`src/rtl/lcd_ctrl.sv`:
```
// HD44780 16x2 write-only controller: init list, then two lines of 16 chars from the string ROM.
// Define LCD_CTRL_AUTO_REFRESH_EN to rewrite the screen every T_REFRESH cycles while idle.
module lcd_ctrl #(
  parameter int unsigned T_POWERUP = 750000,
  parameter int unsigned T_AS      = 2,
  parameter int unsigned T_EPW     = 12,
  parameter int unsigned T_CMD     = 2000,
  parameter int unsigned T_CLEAR   = 82000,
  parameter int unsigned T_REFRESH = 25000000
) (
  input  logic       clk,
  input  logic       rst,
  input  logic       refresh,
  output logic [4:0] char_addr,
  input  logic [7:0] char_data,
  output logic       lcd_rs,
  output logic       lcd_rw,
  output logic       lcd_e,
  output logic [7:0] lcd_data,
  output logic       busy,
  output logic       done
);

  localparam logic [2:0] PWR_WAIT = 3'd0;
  localparam logic [2:0] FETCH    = 3'd1;
  localparam logic [2:0] SETUP    = 3'd2;
  localparam logic [2:0] E_HIGH   = 3'd3;
  localparam logic [2:0] HOLD     = 3'd4;
  localparam logic [2:0] DONE     = 3'd5;

  // Byte steps: 0..3 init list, 4 = 0x80, 5..20 chars 0..15, 21 = 0xC0, 22..37 chars 16..31.
  localparam logic [5:0] STEP_LINE1 = 6'd4;
  localparam logic [5:0] STEP_LINE2 = 6'd21;
  localparam logic [5:0] STEP_LAST  = 6'd37;

  if (T_POWERUP < 1 || T_AS < 1 || T_EPW < 1 || T_CMD < 1 || T_CLEAR < 1 || T_REFRESH < 1)
  begin : g_bad_timing
    $error("lcd_ctrl: all timing parameters must be >= 1");
  end

  logic [2:0]  state_q, state_d;
  logic [31:0] cnt_q, cnt_d;
  logic [5:0]  step_q, step_d;
  logic [4:0]  addr_q, addr_d;
  logic        rs_q, rs_d;
  logic [7:0]  data_q, data_d;
  logic        e_q, e_d;

  logic        adv;
  logic [5:0]  adv_step;
  logic [31:0] hold_last;
  logic        auto_go;

  function automatic logic is_cmd(input logic [5:0] s);
    return (s <= STEP_LINE1) || (s == STEP_LINE2);
  endfunction

  function automatic logic [7:0] cmd_byte(input logic [5:0] s);
    case (s)
      6'd0:    return 8'h38;
      6'd1:    return 8'h0C;
      6'd2:    return 8'h06;
      6'd3:    return 8'h01;
      6'd4:    return 8'h80;
      default: return 8'hC0;
    endcase
  endfunction

  function automatic logic [4:0] char_index(input logic [5:0] s);
    logic [5:0] idx;
    idx = (s < STEP_LINE2) ? (s - 6'd5) : (s - 6'd6);
    return idx[4:0];
  endfunction

  assign hold_last = (!rs_q && data_q == 8'h01) ? (T_CLEAR - 1) : (T_CMD - 1);

`ifdef LCD_CTRL_AUTO_REFRESH_EN
  assign auto_go = (cnt_q == T_REFRESH - 1);
`else
  assign auto_go = 1'b0;
`endif

  always_comb begin
    state_d  = state_q;
    cnt_d    = cnt_q;
    step_d   = step_q;
    addr_d   = addr_q;
    rs_d     = rs_q;
    data_d   = data_q;
    e_d      = e_q;
    adv      = 1'b0;
    adv_step = step_q;

    case (state_q)
      PWR_WAIT: begin
        if (cnt_q == T_POWERUP - 1) begin
          adv      = 1'b1;
          adv_step = '0;
        end else begin
          cnt_d = cnt_q + 32'd1;
        end
      end
      FETCH: begin
        data_d  = char_data;
        rs_d    = 1'b1;
        state_d = SETUP;
        cnt_d   = '0;
      end
      SETUP: begin
        if (cnt_q == T_AS - 1) begin
          state_d = E_HIGH;
          e_d     = 1'b1;
          cnt_d   = '0;
        end else begin
          cnt_d = cnt_q + 32'd1;
        end
      end
      E_HIGH: begin
        if (cnt_q == T_EPW - 1) begin
          state_d = HOLD;
          e_d     = 1'b0;
          cnt_d   = '0;
        end else begin
          cnt_d = cnt_q + 32'd1;
        end
      end
      HOLD: begin
        if (cnt_q == hold_last) begin
          if (step_q == STEP_LAST) begin
            state_d = DONE;
            cnt_d   = '0;
          end else begin
            adv      = 1'b1;
            adv_step = step_q + 6'd1;
          end
        end else begin
          cnt_d = cnt_q + 32'd1;
        end
      end
      DONE: begin
        if (refresh || auto_go) begin
          adv      = 1'b1;
          adv_step = STEP_LINE1;
        end else begin
`ifdef LCD_CTRL_AUTO_REFRESH_EN
          cnt_d = cnt_q + 32'd1;
`endif
        end
      end
      default: begin
        state_d = PWR_WAIT;
        cnt_d   = '0;
        step_d  = '0;
        e_d     = 1'b0;
      end
    endcase

    // Commands load the bus straight into SETUP; characters take a FETCH cycle for the ROM lookup.
    if (adv) begin
      step_d = adv_step;
      cnt_d  = '0;
      if (is_cmd(adv_step)) begin
        state_d = SETUP;
        data_d  = cmd_byte(adv_step);
        rs_d    = 1'b0;
      end else begin
        state_d = FETCH;
        addr_d  = char_index(adv_step);
      end
    end
  end

  always_ff @(posedge clk or posedge rst) begin
    if (rst) begin
      state_q <= PWR_WAIT;
      cnt_q   <= '0;
      step_q  <= '0;
      addr_q  <= '0;
      rs_q    <= 1'b0;
      data_q  <= '0;
      e_q     <= 1'b0;
    end else begin
      state_q <= state_d;
      cnt_q   <= cnt_d;
      step_q  <= step_d;
      addr_q  <= addr_d;
      rs_q    <= rs_d;
      data_q  <= data_d;
      e_q     <= e_d;
    end
  end

  assign char_addr = addr_q;
  assign lcd_rs    = rs_q;
  assign lcd_rw    = 1'b0;
  assign lcd_e     = e_q;
  assign lcd_data  = data_q;
  assign busy      = (state_q != DONE);
  assign done      = (state_q == DONE);

endmodule

```
`config.mk`:
```
export PLATFORM = sky130hd
export DESIGN_NAME = lcd_ctrl
export DESIGN_NICKNAME = d
export VERILOG_FILES = /design/src/rtl/lcd_ctrl.sv
export SDC_FILE = /design/constraint.sdc
export NUM_CORES = 1
export LEC_CHECK = 0
export ABC_AREA = 1
export CORE_ASPECT_RATIO = 0.6
export CORE_UTILIZATION = 34
export DETAILED_ROUTE_END_ITERATION = 8
export GPL_TIMING_DRIVEN = 0
export SETUP_SLACK_MARGIN = 0.15
export SLEW_MARGIN = 0
export SYNTH_ARGS = -nofsm -noshare
export SYNTH_HDL_FRONTEND = slang
export SYNTH_SLANG_ARGS = --single-unit
```
`constraint.sdc`:
```
create_clock -name clk -period 2.63 [get_ports clk]
set_input_delay 0.526 -clock clk [delete_from_list [all_inputs] [get_ports clk]]
set_output_delay 0.526 -clock clk [all_outputs]
set_load 0.05 [all_outputs]
```
==> metrics.md <==
| Metric | Value |
|---|---|
| Post-synthesis sequential area ratio | `0.358` |
| Setup Crit Path Kind | `reg -> reg` |
| Count of cell types in the netlist | `38` |
| Yosys reg bits | `56` |
| Filler instances | `1033` |
| CTS sink cnt | `56` |
| Height of the chip | `85.1 um` |
| Synth Instances | `539` |
| Crit path from | `cnt_q[11]$_DFFE_PP0P_` |
| Placed wire-length estimate | `8450 um` |
| Largest net degree at the start of global routing | `30` |
| Synthesized net count | `554` |
| Minimum hold slack | `0.482 ns` |
| Routability cong. | `0.904` |
| Core Util, Final | `0.507` |
| 1st-iter DRT viols | `292` |
| Pwr dens | `442 nW/um^2` |
| IO Pins | `29` |
| Initial Util | `0.360` |
| Synthesis-to-layout area growth | `40.9%` |
| Hold WC Path Type | `reg -> reg` |
| CP max FO | `7` |
| FF-to-FF Start | `cnt_q[11]$_DFFE_PP0P_` |
| Hold-fix buffers, CTS | `0` |
| Routed length per placed instance | `16.0 um` |
| Hold depth | `2` |
| Hold Startpoint | `char_addr[0]$_DFFE_PP0P_` |
| Final Non-Filler Cells | `769` |
| R2r worst-path depth | `18` |
| Area of the die | `12000 sq um` |
| Peak VDD IR | `0.332 mV` |
| Vias/cell | `5.23` |
| Share of layout cells above drive strength 1 | `0.329` |
| Top FF cell, synth | `dfrtp_1` |
| Asr flop ratio synth | `1.00` |
| DR pass1 iterations | `5` |
| CTS Buf Count | `5` |
| Top-count cell post-synth | `nand2_1` |
| Clock root buffer master | `clkbuf_16` |
| Max clock buf depth | `2` |
| Antenna diodes | `0` |
| Ys Warns | `0` |
| Core Region | `10900 sq um` |
| Area leader, netlist | `dfrtp_1` |
| Total gr overflow | `0` |
| Area of the multi-input gates | `2680 sq um` |
| Max Slew Vio Count | `0` |
| Tot Pwr | `2.44 mW` |
| Dpl cells | `706` |
| Storage element area | `1410 sq um` |
| Final Worst Setup Slack | `0.120 ns` |
| Number of global-route vias before repair | `3584` |
| Die W | `141 um` |
| CTS H-tree depth | `2` |
| Post-synth EDFFs | `0` |
| Outcome | `finished, final reports clean` |
| Routed WL | `12300 um` |
| Reg clk slew, reported paths | `0.08 ns` |
| GRT Util Overall | `0.202` |
| Vias post-DR | `4019` |
| Slew HR | `0.564` |
| Row cnt | `29` |
| Clk_lat worst skew | `0.30 ns` |
| Fin nets | `644` |
| Crit end category | `register` |
| # setup viols final | `0` |
| Leak pwr | `2.55 nW` |
| Netlist Area Pre-Place | `3920 sq um` |
| Fin. Hold Viols | `0` |
| ANT nets after route | `0` |
| DRC viols | `0` |
| Port Buffers | `27` |
| Fmax | `398 MHz` |
| Post-synth top area share | `0.358` |
| Max Cap Viol | `0` |
| Least-Margin Pin Slew | `0.654 ns` |
| Synth top area cells | `dfrtp_1 (36%), nand2_1 (14%), xor2_1 (6.5%), inv_1 (5.8%), nand3_1 (5.1%)` |
| Clock skew | `0.00873 ns` |
| Global-route wire length before repair | `18700 um` |
| Critical Path RT | `2.86 ns` |
| CTS tree | `done` |
| Fin crit period | `2.51 ns` |
| Tcrit/Tclk final | `0.954` |
| Worst Path Arrival | `2.74 ns` |
| DP Worst Slack | `-0.202 ns` |
| Syn Area/Cell | `7.26 sq um` |
| Post-synth top cells | `nand2_1 (146), inv_1 (60), dfrtp_1 (56)` |
| RSZ-0062 raised after global routing | `true` |
| CP startpoint kind | `register` |
| Initial antenna violation count | `0` |
routing by layer:
layer  GRT usage  vias to the layer above  part of all wire
met1       0.330                     1921              0.53
met3      0.0440                        9             0.068
met5           0                        -                 0
li1            -                     1956                 -
met2       0.262                      133              0.40
met4      0.0395                        0            0.0058
state kept, by name, summed over array words and instances, names as in the netlist:
| register | count |
|---|---|
| char_addr | 5 |
| lcd_rs | 1 |
| step_q | 6 |
| cnt_q | 32 |
| lcd_data | 8 |
| state_q | 3 |
| lcd_e | 1 |
worst max-delay path: stages, from the launching register on:
cell and delay [ns]:
dfrtp_1 0.47, inv_2 0.12, nand3_1 0.08, nor2_2 0.14, nand2_1 0.12, nor2_4 0.11, nand2_2 0.07, nor2_4 0.18
nand3_2 0.10, nand3_2 0.09, nand2_4 0.07, nand2_4 0.11, nand2_8 0.08, nor2_4 0.17, nand2_8 0.09, nand2_8 0.09
nand2_8 0.07, clkbuf_16 0.16, o21ai_2 0.11
final cells by class:
cell class,count,share of cell area
sequential,56,0.255
tap,139,0.0315
clock buffer,5,0.0227
timing repair buffer,83,0.134
multi-input combinational,402,0.485
inverter,71,0.0497
clock inverter,3,0.00771
buffer,10,0.0136
through the flow:
stage / area, sq um / TNS, ns
after global routing: 5520 / -0.00456
final: 5520 / 0
after CTS: 4780 / 0
after global placement: 4360 / -29.19
after floorplan: 3920 / 0
after detailed placement: 4380 / -4.26
logic make-up (layout without fill, tap and decap cells):
group / after synthesis / in the layout / share of synthesized area
xor+xnor: 31 / 31 / 0.0694
simple gates: 298 / 298 / 0.362
other cells: 1 / 1 / 0.000958
flops: 56 / 56 / 0.358
fa+ha+maj: 4 / 4 / 0.0128
compound gates: 65 / 65 / 0.105
buf+inv: 81 / 172 / 0.0834
mux: 3 / 3 / 0.00863
path summary, 6_finish.rpt:
path / slack (ns) / endpoint
setup / recovery: 0.12 / lcd_data[1]$_DFF_PP0_
hold / removal: 0.48 / char_addr[0]$_DFFE_PP0P_
setup reg to reg: 0.12 / lcd_data[1]$_DFF_PP0_
hold reg to reg: 0.48 / char_addr[0]$_DFFE_PP0P_
max in group asynchronous: 1.36 / cnt_q[17]$_DFFE_PP0P_
min in group asynchronous: 0.64 / lcd_data[7]$_DFF_PP0_
report_power, final:
group          switching, mW  leakage (nW)  internal (mW)
sequential             0.152         0.651          0.955
combinational          0.342          1.81          0.207
clock                  0.335        0.0798          0.449
cells in the final DEF (no fill, tap or decap), types with 4 or more instances in the layout:
cell | synthesis | layout
nand2_1 | 146 | 113
buf_4 | 3 | 55
inv_1 | 60 | 53
dfrtp_1 | 56 | 52
nor2_1 | 48 | 35
xor2_1 | 29 | 29
nand2_2 | 6 | 28
nand3_1 | 40 | 28
o22ai_1 | 28 | 28
clkdlybuf4s50_1 | 0 | 25
inv_2 | 11 | 16
nand3_2 | 6 | 14
nor2_2 | 6 | 12
nor3_1 | 14 | 12
nand2_4 | 7 | 11
nor2_4 | 3 | 10
nand4_1 | 9 | 9
o21ai_2 | 5 | 7
nand2_8 | 0 | 7
o21ai_0 | 7 | 6
a21oi_1 | 8 | 6
clkbuf_16 | 0 | 6
nor3_4 | 0 | 5
nand3_4 | 0 | 4
dfrtp_2 | 0 | 4
what timing repair did:
| action | CTS | global route |
|---|---|---|
| setup endpoints to repair | 51 | 54 |
| gates cloned | 0 | 1 |
| resized for setup | 29 | 104 |
| pin swaps | 6 | 44 |
| setup buffers | 13 | 41 |
Note: power is estimated with default switching activity, not from simulation.
